<file path="src/rtl/fc_choice_pkg.sv">
// Shared types and helpers for free-choice arbitration in front of the MSFSM modules.
package fc_choice_pkg;

  typedef enum logic [1:0] {
    ST_IDLE = 2'd0,
    ST_FIRE = 2'd1,
    ST_WAIT = 2'd2
  } fc_state_e;

  localparam int DEF_N_TRANS        = 2;
  localparam int DEF_TIMEOUT_CYCLES = 16;
  localparam int FC_MAX_TRANS       = 8;

  function automatic logic [FC_MAX_TRANS-1:0] onehot_from_idx(input logic [2:0] idx);
    return {{(FC_MAX_TRANS-1){1'b0}}, 1'b1} << idx;
  endfunction

endpackage

</file>
<file path="src/rtl/fc_choice_picker.sv">
// Combinational winner selection among requesting transitions.
// FC_CHOICE_ROUND_ROBIN_EN selects cyclic search after ptr_i; otherwise lowest index wins.
module fc_choice_picker #(
  parameter int N_TRANS = 2,
  parameter int IDX_W   = 1
) (
  input  logic [N_TRANS-1:0] req_i,
`ifdef FC_CHOICE_ROUND_ROBIN_EN
  input  logic [IDX_W-1:0]   ptr_i,
`endif
  output logic [IDX_W-1:0]   win_idx_o,
  output logic               win_vld_o
);

`ifdef FC_CHOICE_ROUND_ROBIN_EN
  int best;
  int dist;

  // Distance 0 is the index just after the pointer; the nearest requester wins.
  always_comb begin
    win_idx_o = '0;
    win_vld_o = 1'b0;
    best      = N_TRANS;
    dist      = 0;
    for (int i = 0; i < N_TRANS; i++) begin
      dist = (i + 2 * N_TRANS - 1 - int'(ptr_i)) % N_TRANS;
      if (req_i[i] && (dist < best)) begin
        best      = dist;
        win_idx_o = IDX_W'(i);
        win_vld_o = 1'b1;
      end
    end
  end
`else
  // Descending scan so the lowest requesting index is the last to overwrite.
  always_comb begin
    win_idx_o = '0;
    win_vld_o = 1'b0;
    for (int i = N_TRANS - 1; i >= 0; i--) begin
      if (req_i[i]) begin
        win_idx_o = IDX_W'(i);
        win_vld_o = 1'b1;
      end
    end
  end
`endif

endmodule

</file>
<file path="src/rtl/fc_choice_arbiter.sv">
// Commits one transition of a free-choice place as a held one-hot fire vector until the token is consumed.
// Optional FC_CHOICE_ROUND_ROBIN_EN adds a round-robin pointer in place of fixed priority.
module fc_choice_arbiter
  import fc_choice_pkg::*;
#(
  parameter int N_TRANS        = DEF_N_TRANS,
  parameter int TIMEOUT_CYCLES = DEF_TIMEOUT_CYCLES,
  parameter int IDX_W          = (N_TRANS > 1) ? $clog2(N_TRANS) : 1
) (
  input  logic               clk,
  input  logic               reset,
  input  logic               pre_place,
  input  logic [N_TRANS-1:0] req,
  output logic [N_TRANS-1:0] fire,
  output logic [IDX_W-1:0]   grant_idx,
  output logic               busy,
  output logic               err_timeout
);

  localparam logic [7:0] TO_LIM = 8'(TIMEOUT_CYCLES);

  fc_state_e              state_q, state_d;
  logic [N_TRANS-1:0]     fire_q, fire_d;
  logic [IDX_W-1:0]       grant_q, grant_d;
  logic                   busy_q, busy_d;
  logic                   err_q, err_d;
  logic [7:0]             cnt_q, cnt_d;
  logic [IDX_W-1:0]       win_idx;
  logic                   win_vld;
  logic [FC_MAX_TRANS-1:0] win_oh;

`ifdef FC_CHOICE_ROUND_ROBIN_EN
  logic [IDX_W-1:0]       ptr_q, ptr_d;
`endif

  fc_choice_picker #(
    .N_TRANS (N_TRANS),
    .IDX_W   (IDX_W)
  ) u_picker (
    .req_i     (req),
`ifdef FC_CHOICE_ROUND_ROBIN_EN
    .ptr_i     (ptr_q),
`endif
    .win_idx_o (win_idx),
    .win_vld_o (win_vld)
  );

  assign win_oh = onehot_from_idx(3'(win_idx));

  always_comb begin
    state_d = state_q;
    fire_d  = fire_q;
    grant_d = grant_q;
    cnt_d   = cnt_q;
    err_d   = err_q;
`ifdef FC_CHOICE_ROUND_ROBIN_EN
    ptr_d   = ptr_q;
`endif
    unique case (state_q)
      ST_IDLE: begin
        fire_d = '0;
        if (pre_place && win_vld) begin
          fire_d  = win_oh[N_TRANS-1:0];
          grant_d = win_idx;
          cnt_d   = '0;
          state_d = ST_FIRE;
`ifdef FC_CHOICE_ROUND_ROBIN_EN
          ptr_d   = win_idx;
`endif
        end
      end
      ST_FIRE: begin
        if (!pre_place) begin
          fire_d  = '0;
          cnt_d   = '0;
          state_d = ST_WAIT;
        end else begin
          // fire stays held even after a stall; the barrier may still release.
          if (cnt_q < TO_LIM) cnt_d = cnt_q + 8'd1;
          if (cnt_d == TO_LIM) err_d = 1'b1;
        end
      end
      ST_WAIT: begin
        fire_d  = '0;
        state_d = ST_IDLE;
      end
      default: begin
        fire_d  = '0;
        state_d = ST_IDLE;
      end
    endcase
    busy_d = (state_d != ST_IDLE);
  end

  always_ff @(posedge clk or posedge reset) begin
    if (reset) begin
      state_q <= ST_IDLE;
      fire_q  <= '0;
      grant_q <= '0;
      busy_q  <= 1'b0;
      err_q   <= 1'b0;
      cnt_q   <= '0;
`ifdef FC_CHOICE_ROUND_ROBIN_EN
      ptr_q   <= IDX_W'(N_TRANS - 1);
`endif
    end else begin
      state_q <= state_d;
      fire_q  <= fire_d;
      grant_q <= grant_d;
      busy_q  <= busy_d;
      err_q   <= err_d;
      cnt_q   <= cnt_d;
`ifdef FC_CHOICE_ROUND_ROBIN_EN
      ptr_q   <= ptr_d;
`endif
    end
  end

  assign fire        = fire_q;
  assign grant_idx   = grant_q;
  assign busy        = busy_q;
  assign err_timeout = err_q;

`ifndef SYNTHESIS
  fire_onehot0_a : assert property (@(posedge clk) disable iff (reset) $onehot0(fire));
`endif

endmodule
</file>
<file path="config.mk">
export PLATFORM = sky130hd
export DESIGN_NAME = fc_choice_arbiter
export DESIGN_NICKNAME = d
export VERILOG_FILES = /design/src/rtl/fc_choice_pkg.sv /design/src/rtl/fc_choice_picker.sv /design/src/rtl/fc_choice_arbiter.sv
export SDC_FILE = /design/constraint.sdc
export NUM_CORES = 1
export LEC_CHECK = 0
export ABC_AREA = 1
export CAP_MARGIN = 20
export CORE_AREA = 2 2 40 42
export CTS_BUF_LIST = sky130_fd_sc_hd__clkbuf_8 sky130_fd_sc_hd__clkbuf_16
export CTS_CLUSTER_SIZE = 10
export DETAILED_ROUTE_END_ITERATION = 8
export DIE_AREA = 0 0 42 44
export HOLD_SLACK_MARGIN = 0.15
export PLACE_DENSITY = 0.81
export SETUP_SLACK_MARGIN = 0.3
export SLEW_MARGIN = 20
export SYNTH_ARGS = -nofsm -noshare
export SYNTH_HDL_FRONTEND = slang
export SYNTH_SLANG_ARGS = --single-unit
</file>
<file path="constraint.sdc">
create_clock -name clk -period 2 [get_ports clk]
set_clock_uncertainty 0.05 [all_clocks]
set_input_delay 0.3 -clock clk [delete_from_list [all_inputs] [get_ports clk]]
set_output_delay 0.3 -clock clk [all_outputs]
set_load 0.02 [all_outputs]
</file>
# --- Yosys cells after proc, flatten, opt, wreduce, memory -nomap -nowiden ---
# Cells that the tools add are included.
word_totals:
  latchBits: 0
  ramBits: 0
  mem_bits_ro: 0
  wordCells: 35
  memories: 0
  ff_bits: 15
op_classes:
  shifts: 1
  n_bitwise: 0
  muxes: 15
  div: 0
  reduce_logical: 7
  n_lt_le_gt_ge: 1
  eq_ne: 4
  add_sub_neg: 1
  multipliers: 0
op_table:
  columns: ["cell", "n"]
  rows:
  - ["2-to-1 mux 8 bit", 5]
  - ["case mux 8 bit (2 select lines)", 1]
  - ["adder 8 x 1 -> 8 bit, second input constant", 1]
  - ["equality test 8 x 5 -> 1 bit, second input constant", 1]
  - ["< comparator 8 x 5 -> 1 bit, second input constant", 1]
  - ["2-to-1 mux 2 bit", 4]
  - ["case mux 2 bit (2 select lines)", 2]
  - ["!= test 2 bit, second input constant", 2]
  - ["AND reduction 2 bit", 2]
  - ["nonzero test 2 bit", 2]
  - ["2-to-1 mux 1 bit", 3]
  - ["AND reduction 3 bit", 1]
  - ["equality test 2 x 1 -> 1 bit, second input constant", 1]
  - ["logical NOT 2 bit", 1]
  - ["<< shifter 1 x 1 -> 2 bit, first input constant", 1]
  - ["logical AND 1 bit", 1]

# --- Depth between registers and ports, before layout ---
# Gate-level depths: netlist of the first run.
logic_depth:
  word_depth: 6
  depth_mapped: 7

# --- Hierarchy ---
# A second synthesis of the first run with hierarchy kept.
hier_totals:
  cells_unflattened: 84
  area_unflattened_um2: 718.2
modules_own_cells:
  columns: ["module", "area_each_um2", "seq_area_each_um2", "cells_per_inst", "instances"]
  rows:
  - ["fc_choice_arbiter", 703.2, 375.4, 80, 1]
  - ["fc_choice_picker", 15.0, 0.0, 4, 1]

# --- Worst setup path after synthesis of the first run ---
# No wires, ideal clock.
synth_path:
  kind: "register -> register"
  startpoint: "reg cnt_q[0]"
  endpoint: "reg err_q, in the netlist err_timeout"
  arrival_ns: 1.020
  slack_ns: 0.813
  synth_period_minus_slack_ns: 1.187
  required_ns: 1.833
  stages_incl_launch_ff: 7
  setup_ns: 0.117
  cell_sequence: "dfrtp_1 ha_1 xnor2_1 o21ai_1 nor2_1 nand3_1 nand2_1"
synth_via:
  elab_chain_cells: 6
  word_cells_on_any_way: 7
  classes_between: "add/sub: 1; order compare: 1; eq/ne: 1; mux: 3; reduce/logical: 1"
synth_rtl:
  columns: ["element", "line_no", "text"]
  rows:
  - ["start, declared", "fc_choice_arbiter.sv:27", "logic [7:0] cnt_q, cnt_d;"]
  - ["start signal, assigned", "fc_choice_arbiter.sv:112", "cnt_q <= cnt_d;"]
  - ["adder 8 x 1 -> 8 bit or < comparator 8 x 5 -> 1 bit (tied branches)", "fc_choice_arbiter.sv:79", "if (cnt_q < TO_LIM) cnt_d = cnt_q + 8'd1;"]
  - ["2-to-1 mux 8 bit (*)", "fc_choice_arbiter.sv:79", null]
  - ["2-to-1 mux 8 bit (*)", "fc_choice_arbiter.sv:73", "if (!pre_place) begin"]
  - ["2-to-1 mux 8 bit (*)", "fc_choice_arbiter.sv:59", "unique case (state_q)"]
  - ["equality test 8 x 5 -> 1 bit (*)", "fc_choice_arbiter.sv:80", "if (cnt_d == TO_LIM) err_d = 1'b1;"]
  - ["AND reduction 3 bit (no line) (*)", null, null]
  - ["end signal, assigned", "fc_choice_arbiter.sv:111", "err_q <= err_d;"]
  - ["end, declared", "fc_choice_arbiter.sv:26", "logic err_q, err_d;"]
# Every way passes the cells marked *; elsewhere a longest branch is shown, timed or not. The select of a mux whose other input is x is not followed.
# A chain may end at the register's enable or synchronous reset.

# --- Worst setup path after layout of the first run ---
layout_path:
  startpoint: "reg fire_q[0], in the netlist fire[0]"
  endpoint: "out fire[0]"
layout_lines:
  columns: ["element", "line_no", "text"]
  rows:
  - ["start, declared", "fc_choice_arbiter.sv:23", "logic [N_TRANS-1:0] fire_q, fire_d;"]
  - ["start signal, assigned", "fc_choice_arbiter.sv:108", "fire_q <= fire_d;"]
  - ["end, declared", "fc_choice_arbiter.sv:14", "output logic [N_TRANS-1:0] fire,"]
# No word-level cell between the ends.

==> flow_summary.yaml, run 1 <==
status:
  outcome: "completed"
layout:
  mostFrequentLayoutCells: "nand2_1 (18), inv_1 (15), nor2_1 (15), dfrtp_1 (15), clkdlybuf4s50_1 (9)"
  drive_above_1_share: 0.0800
  antenna_cells: 0
  mostFrequentLayoutCell: "nand2_1"
  fin_nets: 107
  fillers: 136
  syn2layout_area_growth_pct: 21.9
route:
  route.detailed.drc: 0
  viasPerCell: 4.89
  route.antenna.remaining_nets: 0
  drt-pass1-iter-count: 4
  wirelength_mm: 1.27
  drt_iter0_drc: 5
  vias: 567
  routedWlPerCell_um: 11.0
yosys:
  yosysSeqAreaShare: 0.531
  synth_cell_types: 17
  ys_ff_latch: 15
  ys_top_cells_by_area: "dfrtp_1 (53%), nand2_1 (9.6%), nor2_1 (8.0%), inv_1 (7.4%), nand3_1 (4.2%)"
  syn_inst: 87
  synth_area_um2: 707
  yosys.area.top_type: "dfrtp_1"
  avgSynthCellArea_um2: 8.13
  synth_nets: 93
  yosys_warnings: 0
  synth_top_area_frac: 0.531
die:
  core_mm2: 0.00142
  start_util: 0.498
  die_w_um: 42
  die_h_um: 44
  die-area_mm2: 0.00185
  core.rowCount: 14
  ios: 10
global_route:
  grt_max_degree: 16
  grt_pass1_wl_mm: 2.24
  grt_util_all_layers: 0.165
  grt_overflow: 0
  grt_pass1_vias: 558
  antenna_found_initial: 0
worst_setup_path:
  cp_num_buf_inv: 1
  cp-end-kind: "output pin"
  cp_cell_sequence: "clkdlybuf4s50_1"
  start_kind: "flip-flop"
  crit_path_max_fanout: 2
  slowest_stage: "clkdlybuf4s50_1"
  critPathKind: "reg -> out"
  required_ns: 1.65
  crit_family: "buffers and inverters"
  arrival_ns: 1.20
  slowest_delay_ns: 0.61
sta:
  fin_crit_ns: 1.55
  setup-tns-final_ns: 0
  whs_ns: 0.351
  relSlewSlack: 0.633
  timing.fmax_mhz: 647
  worst_pin_slew_ns: 0.550
  rsz0062_at_grt: "false"
  period_share: 0.773
  setup_viol: 0
  slew_viol_final: 0
  hold_viol: 0
place:
  place_hpwl_mm: 1.01
  port_buffers: 9
  place.gp.congestion: 0.792
power_and_ir_drop:
  power.density_mw_per_mm2: 814
  p_leak_nw: 0.441
  power_mw: 0.702
  ir_drop_uv: 593
clock_network:
  clkLatencyLatePin_ns: 0.24
  cts_resized: 0
  path_clk_slew_ns: 0.06
  postCtsHoldBufs: 0
  postCtsSetupBuffers: 0
  cts_tree: "built"
  ctsRootBufferMaster: "clkbuf_8"
  cts-buffers-inserted: 3
  cts.sinks: 15
  cts_buffer_depth: 2
  htree_levels: 1
min_path:
  min_path_type: "in -> async"
run:
  maxCapViolCount: 0
==> Yosys cell counts (all sizes together) <==
cell,number
a21oi,1
inv,14
dfrtp,15
nand3,6
o21bai,1
nand4,1
a21o,1
nor3,1
nor2,17
o21ai,7
a22o,1
xnor2,1
nand2,20
ha,1
==> power breakdown <==
| part | switching, mW | total (mW) | internal, mW |
|---|---|---|---|
| registers | 0.0186 | 0.345 | 0.327 |
| clock network | 0.0940 | 0.229 | 0.135 |
| logic | 0.0745 | 0.127 | 0.0527 |
| total | 0.187 | 0.702 | 0.515 |
==> final cells by class <==
type / instances / area [um^2] / area share
sequential: 15 / 375 / 0.435
inverter: 14 / 52.6 / 0.0610
clock inverter: 1 / 3.75 / 0.00435
tap: 16 / 20.0 / 0.0232
clock buffer: 3 / 41.3 / 0.0479
timing repair buffer: 9 / 90.1 / 0.104
multi-input combinational: 58 / 279 / 0.324
==> state kept, by name, indices dropped and copies added (netlist names) <==
register / flops
busy: 1
cnt_q: 8
err_timeout: 1
fire: 2
grant_idx: 1
state_q: 2
==> worst paths after layout <==
path	start	to	slack (ns)	cells past startpoint
min reg2reg	err_timeout$_DFFE_PP0P_	err_timeout$_DFFE_PP0P_	0.42	2
min in group clk	err_timeout$_DFFE_PP0P_	err_timeout$_DFFE_PP0P_	0.42	2
min	reset	state_q[0]$_DFF_PP0_	0.35	2
max in group asynchronous	reset	err_timeout$_DFFE_PP0P_	1.18	2
max	fire[0]$_DFFE_PP0P_	fire[0]	0.45	1
max reg2reg	cnt_q[1]$_DFFE_PP0P_	err_timeout$_DFFE_PP0P_	0.67	6
==> stage by stage <==
stage                     setup slack (ns)  area [um^2]  cells   util
after global routing                 0.416          862    116  0.608
after detailed placement             0.377          817    112  0.576
final                                0.455          862    116  0.608
after floorplan                      0.813          707     87      -
after CTS                            0.447          862    116  0.608
after global placement               0.437          817    112  0.576
==> routing by layer <==
| metal | routed length [um] | up-vias | track usage | part of all wire |
|---|---|---|---|---|
| met1 | 574 | 256 | 0.196 | 0.45 |
| met4 | 6 | 0 | 0.0968 | 0.0047 |
| met5 | 0 | - | 0 | 0 |
| li1 | - | 300 | - | - |
| met3 | 43 | 2 | 0.0292 | 0.034 |
| met2 | 649 | 9 | 0.281 | 0.51 |
==> logic make-up after synthesis <==
group | Yosys count | synth area share
simple gates | 45 | 0.269
flops | 15 | 0.531
fa+ha+maj | 1 | 0.0177
buf+inv | 14 | 0.0743
xor+xnor | 1 | 0.0124
compound gates | 11 | 0.0956
Note: power is estimated with default switching activity, not from simulation.
==> run 2, diff against run 1 <==
--- a/config.mk
+++ b/config.mk
@@ -7,13 +7,13 @@
 export LEC_CHECK = 0
 export ABC_AREA = 1
 export CAP_MARGIN = 20
-export CORE_AREA = 2 2 40 42
+export CORE_AREA = 2 2 43 45
 export CTS_BUF_LIST = sky130_fd_sc_hd__clkbuf_8 sky130_fd_sc_hd__clkbuf_16
 export CTS_CLUSTER_SIZE = 10
 export DETAILED_ROUTE_END_ITERATION = 8
-export DIE_AREA = 0 0 42 44
+export DIE_AREA = 0 0 45 47
 export HOLD_SLACK_MARGIN = 0.15
-export PLACE_DENSITY = 0.81
+export PLACE_DENSITY = 0.75
 export SETUP_SLACK_MARGIN = 0.3
 export SLEW_MARGIN = 20
 export SYNTH_ARGS = -nofsm -noshare
==> constraint.sdc (replaced) <==
create_clock -name clk -period 1.42 [get_ports clk]
set_clock_uncertainty 0.05 [all_clocks]
set_input_delay 0.213 -clock clk [delete_from_list [all_inputs] [get_ports clk]]
set_output_delay 0.213 -clock clk [all_outputs]
set_load 0.02 [all_outputs]
==> run 2 against run 1 <==
  * Routed wire length is 29% higher
  * Non-clock buffer count is 14 higher
  * Critical path depth is 6 higher
  * Largest cell class unchanged
  * Sequential power is 41% higher
==> flow_summary.yaml, run 2 (same netlist as run 1, synthesis figures left out) <==
die:
  ios: 10
  start_util: 0.428
  core_mm2: 0.00165
  die_w_um: 45
  core.rowCount: 15
  die_h_um: 47
  die-area_mm2: 0.00212
worst_setup_path:
  cp-end-kind: "flip-flop"
  critPathKind: "reg -> reg"
  crit_path_max_fanout: 6
  start_kind: "flip-flop"
  arrival_ns: 1.40
  required_ns: 1.56
route:
  drt_iter0_drc: 21
  route.detailed.drc: 0
  viasPerCell: 4.96
  routedWlPerCell_um: 12.6
  vias: 650
  drt-pass1-iter-count: 4
  wirelength_mm: 1.65
  route.antenna.remaining_nets: 0
layout:
  mostFrequentLayoutCells: "nand2_1 (16), dfrtp_1 (13), inv_1 (12), buf_4 (12), nor2_1 (11)"
  fin_nets: 121
  mostFrequentLayoutCell: "nand2_1"
  regMostFlops: "cnt_q"
  drive_above_1_share: 0.395
  syn2layout_area_growth_pct: 48.5
  antenna_cells: 0
  largest_reg_flops: 8
  fillers: 135
  stdcell_area_mm2: 0.00105
sta:
  period_share: 0.887
  fin_ws_ns: 0.160
  setup_viol: 0
  worst_pin_slew_ns: 0.187
  rsz0062_at_grt: "true"
  hold_viol: 0
  setup-tns-final_ns: 0
  slew_viol_final: 0
  timing.fmax_mhz: 794
  relSlewSlack: 0.875
  fin_crit_ns: 1.26
clock_network:
  cts_buffer_depth: 2
  ctsRootBufferMaster: "clkbuf_8"
  path_clk_slew_ns: 0.06
  htree_levels: 1
  clkLatencyLatePin_ns: 0.25
  cts_tree: "built"
  cts.sinks: 15
  cts-buffers-inserted: 3
power_and_ir_drop:
  power.share.sequential: 0.448
  internal-power_mw: 0.779
  ir_drop_uv: 779
  power.density_mw_per_mm2: 1040
  power.switching_mw: 0.312
  p_sw_frac: 0.286
  p_comb_frac: 0.244
  p_leak_nw: 0.522
  clock_power_share: 0.308
status:
  outcome: "completed"
global_route:
  grt_overflow: 0
  grt_max_degree: 16
  antenna_found_initial: 0
  grt_pass1_vias: 590
  grt_util_all_layers: 0.164
  grt_pass1_wl_mm: 2.42
place:
  dpl_cell_area_um2: 861
  place_hpwl_mm: 1.03
  post-place-ws_ns: -0.0824
  port_buffers: 9
  place.gp.congestion: 0.801
run:
  maxCapViolCount: 0
min_path:
  min_path_type: "in -> async"
run 2: area by class of cell:
class,count,area (um^2),share of cell area
well taps,17,21.3,0.0203
repair buffers,23,176,0.168
multi-input cells,58,373,0.355
clock buffers,3,41.3,0.0393
flip-flops and latches,15,378,0.360
clock inverters,1,5.00,0.00477
inverters,14,55.1,0.0524
run 2: path summary, 6_finish.rpt:
kind	from	end	slack [ns]	cells past startpoint
max	cnt_q[5]$_DFFE_PP0P_	err_timeout$_DFFE_PP0P_	0.16	7
min in group clk	pre_place	state_q[1]$_DFF_PP0_	0.24	2
max reg2reg	cnt_q[5]$_DFFE_PP0P_	err_timeout$_DFFE_PP0P_	0.16	7
min reg2reg	grant_idx$_DFFE_PP0P_	grant_idx$_DFFE_PP0P_	0.43	2
min	reset	cnt_q[1]$_DFFE_PP0P_	0.21	3
max in group asynchronous	reset	cnt_q[0]$_DFFE_PP0P_	0.92	3
run 2: per-layer routing:
| metal | track usage | wire [um] | up-vias |
|---|---|---|---|
| met3 | 0.0231 | 43 | 2 |
| met1 | 0.180 | 639 | 306 |
| met4 | 0.106 | 12 | 0 |
| met2 | 0.297 | 951 | 15 |
| li1 | - | - | 327 |
| met5 | 0 | 0 | - |
run 2: critical path: stages (launching register included):
cell and delay (ns):
dfrtp_1 0.42, nor2_4 0.18, nand2_4 0.11, nand2_2 0.10, nand3_1 0.07, nor2_1 0.11
nand3_1 0.09, nand2_1 0.07
run 2: power groups by stage:
| stage | sequential, mW | clock [mW] | combinational (mW) |
|---|---|---|---|
| global route | 0.493 | 0.364 | 0.289 |
| floorplan | 0.511 | 0 | 0.100 |
| finish | 0.488 | 0.336 | 0.266 |
| detailed placement | 0.493 | 0 | 0.208 |
| global placement | 0.493 | 0 | 0.204 |
| CTS | 0.488 | 0.347 | 0.221 |
run 2: what timing repair did:
| item | 4_1_cts | 5_1_grt |
|---|---|---|
| buffers inserted | 4 | 6 |
| hold buffers | 0 | 0 |
| pin swaps | 12 | 9 |
| gates resized for setup | 33 | 16 |
| setup endpoints to repair | 17 | 12 |
run 2: per-stage QoR:
step	power, mW	hold WS, ns	cells	util
after global placement	0.697	0.402	117	0.521
after floorplan	0.611	0.0645	87	-
final	1.09	0.211	131	0.636
after detailed placement	0.701	0.415	117	0.521
after global routing	1.15	0.249	131	0.636
after CTS	1.06	0.215	125	0.590
